### config.mk
export PLATFORM = sky130hd
export DESIGN_NAME = obs_overlap_accum_flat
export DESIGN_NICKNAME = d
export VERILOG_FILES = /design/src/rtl/obs_overlap_accum_if.sv /design/src/rtl/obs_overlap_accum.sv /design/src/flat_wrapper.sv
export SDC_FILE = /design/constraint.sdc
export NUM_CORES = 1
export LEC_CHECK = 0
export BUFFER_PORTS_ARGS = -buffer_cell sky130_fd_sc_hd__buf_2
export CORE_MARGIN = 4
export CORE_UTILIZATION = 53
export DETAILED_ROUTE_END_ITERATION = 6
export HOLD_SLACK_MARGIN = 0.05
export PLACE_DENSITY = 0.87
export SLEW_MARGIN = 10
export SYNTH_ARGS = -nofsm -noshare
export SYNTH_HDL_FRONTEND = slang
export SYNTH_SLANG_ARGS = --single-unit
### constraint.sdc
create_clock -name clk -period 2.55 [get_ports clk]
set_input_delay 0.3825 -clock clk [delete_from_list [all_inputs] [get_ports clk]]
set_output_delay 0.3825 -clock clk [all_outputs]
set_load 0.02 [all_outputs]
### src/rtl/obs_overlap_accum_if.sv
// Beat/product handshake bundle for the OBS overlap accumulator.
// The block takes the slave side; the producer/consumer pair takes the master side.
interface obs_overlap_accum_if #(
  parameter int W         = 71,
  parameter int MAX_BEATS = 8
);
  localparam int OW = 2 * W + 1;
  localparam int CW = $clog2(MAX_BEATS + 1);

  logic          s_valid;
  logic          s_ready;
  logic          s_first;
  logic          s_last;
  logic [W-1:0]  s_in1;
  logic [W-1:0]  s_in2;
  logic [W-1:0]  s_in3;
  logic [W-1:0]  s_in4;
  logic          m_valid;
  logic          m_ready;
  logic [OW-1:0] m_data;
  logic [CW-1:0] m_beats;
  logic          err;

  modport slave (
    input  s_valid, s_first, s_last, s_in1, s_in2, s_in3, s_in4, m_ready,
    output s_ready, m_valid, m_data, m_beats, err
  );

  modport master (
    output s_valid, s_first, s_last, s_in1, s_in2, s_in3, s_in4, m_ready,
    input  s_ready, m_valid, m_data, m_beats, err
  );
endinterface

### src/rtl/obs_overlap_accum.sv
// OBS overlap stage: interleaves four GF(2) sub-products into a 2W+1-bit product
// and XOR-accumulates them over a multi-beat handshaked transaction.
module obs_overlap_accum #(
  parameter int W         = 71,
  parameter int MAX_BEATS = 8
) (
  input  logic                 clk,
  input  logic                 rst_n,
  input  logic                 clr,
  obs_overlap_accum_if.slave   bus
);
  localparam int OW = 2 * W + 1;
  localparam int CW = $clog2(MAX_BEATS + 1);

  typedef enum logic [1:0] {
    ST_IDLE = 2'd0,
    ST_ACC  = 2'd1,
    ST_OUT  = 2'd2
  } state_e;

  // Even product bits pair in1 with the shifted in4; odd bits carry the cross terms.
  function automatic logic [OW-1:0] overlap(
    input logic [W-1:0] in1,
    input logic [W-1:0] in2,
    input logic [W-1:0] in3,
    input logic [W-1:0] in4
  );
    logic [OW-1:0] r;
    r    = {OW{1'b0}};
    r[0] = in1[0];
    for (int i = 1; i < W; i++) begin
      r[2*i] = in1[i] ^ in4[i-1];
    end
    r[2*W] = in4[W-1];
    for (int i = 0; i < W; i++) begin
      r[2*i+1] = in2[i] ^ in3[i];
    end
    return r;
  endfunction

  state_e        state_q, state_d;
  logic [OW-1:0] acc_q, acc_d;
  logic [CW-1:0] cnt_q, cnt_d;
  logic          err_q, err_d;
  logic          m_valid_q, m_valid_d;
  logic [OW-1:0] m_data_q, m_data_d;
  logic [CW-1:0] m_beats_q, m_beats_d;

  logic          beat_s;
  logic [OW-1:0] ov_s;

  assign ov_s   = overlap(bus.s_in1, bus.s_in2, bus.s_in3, bus.s_in4);
  assign beat_s = bus.s_valid & (state_q != ST_OUT);

  // State and datapath registers
  always_ff @(posedge clk or negedge rst_n) begin
    if (!rst_n) begin
      state_q   <= ST_IDLE;
      acc_q     <= {OW{1'b0}};
      cnt_q     <= {CW{1'b0}};
      err_q     <= 1'b0;
      m_valid_q <= 1'b0;
      m_data_q  <= {OW{1'b0}};
      m_beats_q <= {CW{1'b0}};
    end else begin
      state_q   <= state_d;
      acc_q     <= acc_d;
      cnt_q     <= cnt_d;
      err_q     <= err_d;
      m_valid_q <= m_valid_d;
      m_data_q  <= m_data_d;
      m_beats_q <= m_beats_d;
    end
  end

  // Next-state and next-datapath logic
  always_comb begin
    state_d   = state_q;
    acc_d     = acc_q;
    cnt_d     = cnt_q;
    err_d     = err_q;
    m_valid_d = m_valid_q;
    m_data_d  = m_data_q;
    m_beats_d = m_beats_q;
    if (clr) begin
      state_d   = ST_IDLE;
      acc_d     = {OW{1'b0}};
      cnt_d     = {CW{1'b0}};
      err_d     = 1'b0;
      m_valid_d = 1'b0;
      m_data_d  = {OW{1'b0}};
      m_beats_d = {CW{1'b0}};
    end else begin
      case (state_q)
        ST_IDLE: begin
          if (beat_s) begin
            acc_d = ov_s;
            cnt_d = CW'(1);
            if (bus.s_last || (cnt_d == CW'(MAX_BEATS))) begin
              state_d   = ST_OUT;
              m_valid_d = 1'b1;
              m_data_d  = acc_d;
              m_beats_d = cnt_d;
            end else begin
              state_d = ST_ACC;
            end
          end else begin
            state_d = ST_IDLE;
          end
        end
        ST_ACC: begin
          if (beat_s) begin
            // A stray s_first restarts the transaction on this beat and flags it.
            if (bus.s_first) begin
              err_d = 1'b1;
              acc_d = ov_s;
              cnt_d = CW'(1);
            end else begin
              acc_d = acc_q ^ ov_s;
              cnt_d = cnt_q + CW'(1);
            end
            if (bus.s_last || (cnt_d == CW'(MAX_BEATS))) begin
              state_d   = ST_OUT;
              m_valid_d = 1'b1;
              m_data_d  = acc_d;
              m_beats_d = cnt_d;
              if (!bus.s_last) begin
                err_d = 1'b1;
              end else begin
                err_d = err_d;
              end
            end else begin
              state_d = ST_ACC;
            end
          end else begin
            state_d = ST_ACC;
          end
        end
        ST_OUT: begin
          if (bus.m_ready) begin
            state_d   = ST_IDLE;
            acc_d     = {OW{1'b0}};
            cnt_d     = {CW{1'b0}};
            m_valid_d = 1'b0;
            m_data_d  = {OW{1'b0}};
            m_beats_d = {CW{1'b0}};
          end else begin
            state_d = ST_OUT;
          end
        end
        default: begin
          state_d   = ST_IDLE;
          acc_d     = {OW{1'b0}};
          cnt_d     = {CW{1'b0}};
          m_valid_d = 1'b0;
          m_data_d  = {OW{1'b0}};
          m_beats_d = {CW{1'b0}};
        end
      endcase
    end
  end

  // Outputs: everything but s_ready comes straight from a flop
  always_comb begin
    if (state_q == ST_OUT) begin
      bus.s_ready = 1'b0;
    end else begin
      bus.s_ready = 1'b1;
    end
    bus.m_valid = m_valid_q;
    bus.m_data  = m_data_q;
    bus.m_beats = m_beats_q;
    bus.err     = err_q;
  end
endmodule

### src/flat_wrapper.sv
// flat-port wrapper written by rule: the top's interface ports become plain ports
module obs_overlap_accum_flat 
#(
  parameter int W         = 71,
  parameter int MAX_BEATS = 8
)
  (clk, rst_n, clr, bus_s_valid, bus_s_first, bus_s_last, bus_s_in1, bus_s_in2, bus_s_in3, bus_s_in4, bus_m_ready, bus_s_ready, bus_m_valid, bus_m_data, bus_m_beats, bus_err);
  obs_overlap_accum_if #(.W(W), .MAX_BEATS(MAX_BEATS)) bus_i ();
  input  logic clk;
  input  logic rst_n;
  input  logic clr;
  input wire logic [$bits(bus_i.s_valid)-1:0] bus_s_valid;
  input wire logic [$bits(bus_i.s_first)-1:0] bus_s_first;
  input wire logic [$bits(bus_i.s_last)-1:0] bus_s_last;
  input wire logic [$bits(bus_i.s_in1)-1:0] bus_s_in1;
  input wire logic [$bits(bus_i.s_in2)-1:0] bus_s_in2;
  input wire logic [$bits(bus_i.s_in3)-1:0] bus_s_in3;
  input wire logic [$bits(bus_i.s_in4)-1:0] bus_s_in4;
  input wire logic [$bits(bus_i.m_ready)-1:0] bus_m_ready;
  output wire logic [$bits(bus_i.s_ready)-1:0] bus_s_ready;
  output wire logic [$bits(bus_i.m_valid)-1:0] bus_m_valid;
  output wire logic [$bits(bus_i.m_data)-1:0] bus_m_data;
  output wire logic [$bits(bus_i.m_beats)-1:0] bus_m_beats;
  output wire logic [$bits(bus_i.err)-1:0] bus_err;
  assign bus_i.s_valid = bus_s_valid;
  assign bus_i.s_first = bus_s_first;
  assign bus_i.s_last = bus_s_last;
  assign bus_i.s_in1 = bus_s_in1;
  assign bus_i.s_in2 = bus_s_in2;
  assign bus_i.s_in3 = bus_s_in3;
  assign bus_i.s_in4 = bus_s_in4;
  assign bus_i.m_ready = bus_m_ready;
  assign bus_s_ready = bus_i.s_ready;
  assign bus_m_valid = bus_i.m_valid;
  assign bus_m_data = bus_i.m_data;
  assign bus_m_beats = bus_i.m_beats;
  assign bus_err = bus_i.err;
  obs_overlap_accum #(.W(W), .MAX_BEATS(MAX_BEATS)) u_core (.clk(clk), .rst_n(rst_n), .clr(clr), .bus(bus_i));
endmodule
==> flow_metrics.tcl <==
set metrics [dict create \
    p_leak_nw 9.37 \
    p_switching_mw 4.00 \
    cp_max_fo 22 \
    p_comb_share_pct 23.0 \
    path_class "reg2reg" \
    cts_resized 0 \
    async_reset_ff_share_pct 100 \
    synth_top_area_share_pct 47.1 \
    cp_slowest_stage_delay_ns 0.48 \
    seqPwrFrac_pct 41.4 \
    fin_skew_ns 0.0128 \
    grt_pass1_vias 13200 \
    portBuffers 440 \
    placed_cell_area_mm2 0.0185 \
    vias 12400 \
    period_share_pct 97.5 \
    crit_top_cell "buf_12" \
    synth-edff-count 0 \
    dpl.hpwl_mm 29.9 \
    ys.flop_type "dfrtp_1" \
    coreArea_mm2 0.0291 \
    final_area_mm2 0.0197 \
    path_buf_inv 2 \
    die_y_um 181 \
    io-pin-count 441 \
    clk_latency_ns 0.55 \
    area_growth_pct 24.3 \
    layout.cells.non_filler 2304 \
    grt_pass1_wl_mm 67.6 \
    power_mw 13.7 \
    finalHoldViolations 0 \
    crit_path_start_kind "flip-flop" \
    worst_slack_ns 0.0634 \
    cp.required_ns 2.98 \
    hold_path.class "in2reg" \
    synthesis.area_mm2 0.0158 \
    clockBufferDepth 3 \
    syn_avg_cell_area_um2 10.8 \
    period_minus_slack_ns 2.49 \
    firstDrtPassIters 6 \
    vias_per_cell 5.40 \
    drt_iter0_drc 990 \
    ys_ff_latch 298 \
    die_area_mm2 0.0327 \
    outcome "completed" \
    rsz0062_at_grt "false" \
    synth.largest_area_cell "dfrtp_1" \
    ys_top_cells_by_area "dfrtp_1, xnor2_1, mux2_4" \
    worstSetupEndpointType "flip-flop" \
    maxSlewHeadroom_pct 56.1 \
    antenna_found_initial 1 \
    p_int_mw 9.69 \
    dp_slack_ns 0.0870 \
    final-setup-viol-count 0 \
    ys_warn_count 0 \
    overflow 0 \
    cts_tree "yes" \
    cts_inserted_buffers 31 \
    tightest_slew_ns 0.658 \
    ys_types 41 \
    crit_slowest_cell "dfrtp_1" \
    place_congestion 0.894 \
    grt_max_degree 85 \
    hold_slack_ns 0.142 \
    cp.arrival_ns 2.92 \
    final_nets 2187 \
    maxCapViolations 0 \
    ys_top_cells_by_count "dfrtp_1, nand2_1, xnor2_1, nor2_1, o31ai_1" \
    synth_seq_area_share_pct 47.1 \
    swShare_pct 29.2 \
    root_buffer "clkbuf_16" \
    drive_gt1_share_pct 36.4 \
    track_usage_pct 24.9 \
    syn_inst 1466 \
    syn_nets 1758 \
    vdd_drop_max_mv 0.492 \
    synth.most_common_cell "dfrtp_1" \
    wirelength_mm 42.5 \
    ant_nets 0 \
    row_count 62 \
    slew_violations 0 \
    htree_levels 1 \
    dp.cells 2243 \
    tns_ns 0 \
    initial_core_util_pct 54.4 \
    crit_path_cell_trace "ha_1 > and2_1 > and4b_1 > a31oi_2 > a41oi_4 > buf_12 > buf_12 > mux2_4" \
    utilization_pct 67.6 \
    wire_per_inst_um 18.4 \
    clkPwrFrac_pct 35.6 \
    drc 0 \
    fmax_ghz 0.402 \
    clkSlewWorstSetupHoldPaths_ns 0.06 \
    clock_sinks 298 \
    die_width_um 181 \
    crit_family "flip-flops" \
    power_density_mw_per_mm2 696 \
]
==> power groups by stage <==
stage / Clock (mW) / Combinational (mW) / Sequential (mW)
after floorplan: 0 / 1.66 / 6.01
after global placement: 0 / 3.01 / 5.70
after detailed placement: 0 / 3.12 / 5.72
after CTS: 4.94 / 3.15 / 5.66
after global routing: 5.12 / 3.38 / 5.72
final: 4.87 / 3.15 / 5.67
==> state kept, by name, summed over array words and instances, names as in the netlist <==
signal and count:
u_core.cnt_q 4, u_core.acc_q 143, u_core.bus.m_data 143, u_core.bus.m_beats 4
u_core.bus.m_valid 1, u_core.state_q 2, u_core.bus.err 1
==> final timing paths <==
kind | startpoint | endpoint | slack [ns] | depth (start not counted)
min reg2reg | u_core.acc_q[56]$_DFFE_PN0P_ | u_core.acc_q[56]$_DFFE_PN0P_ | 0.48 | 2
max in group asynchronous | rst_n | u_core.bus.m_data[97]$_DFFE_PN0P_ | 1.29 | 3
min in group asynchronous | rst_n | u_core.bus.m_data[70]$_DFFE_PN0P_ | 0.41 | 2
max reg2reg | u_core.cnt_q[0]$_DFFE_PN0P_ | u_core.bus.m_data[111]$_DFFE_PN0P_ | 0.06 | 8
min | clr | u_core.bus.err$_DFFE_PN0P_ | 0.14 | 2
max | u_core.cnt_q[0]$_DFFE_PN0P_ | u_core.bus.m_data[111]$_DFFE_PN0P_ | 0.06 | 8
==> layout make-up <==
| cell class | count | area (µm²) |
|---|---|---|
| inverters | 3 | 11.3 |
| fillers | 2032 | 9430 |
| repair buffers | 494 | 2900 |
| multi-input cells | 1067 | 7710 |
| flip-flops and latches | 298 | 7460 |
| clock inverters | 16 | 245 |
| diodes | 1 | 2.50 |
| well taps | 384 | 480 |
| clock buffers | 41 | 853 |
==> timing repair <==
item                                    CTS  global route
setup buffers                             0             1
hold endpoints to repair                 72             0
hold buffers                              1             0
endpoints found under the setup margin    0            85
==> layout by cell type (no fill, tap or decap), drive strengths merged, types with 2 or more instances in the layout <==
master      n
nand3       2
nand2     291
a31oi       2
bufinv      6
inv         3
or2         3
a21oi      10
and2        2
nor2b       3
mux2      146
xnor2     283
o31ai     141
nor3b       2
a21o        3
nor2      150
nor3        2
o21ai       8
clkinvlp    3
nand2b      2
clkbuf     42
buf       492
dfrtp     298
clkinv      7
xor2        4
==> cell families after synthesis <==
kind of cell | synth area share (%)
compound gates | 7.97
xor+xnor | 15.9
fa+ha+maj | 0.0791
buf+inv | 4.23
flops | 47.1
mux | 13.3
simple gates | 11.4
==> routing by layer <==
metal  wire length, µm  share of wire (%)  up-vias  global-route usage (%)
li1                  -                  -     5715                       -
met1             15800                 37     5998                    30.5
met2             21700                 51      599                    44.1
met3              3080                7.2      134                    4.28
met4              1860                4.4        0                    9.26
met5                 0                  0        -                       0
Power figures use the tool's default switching activity.
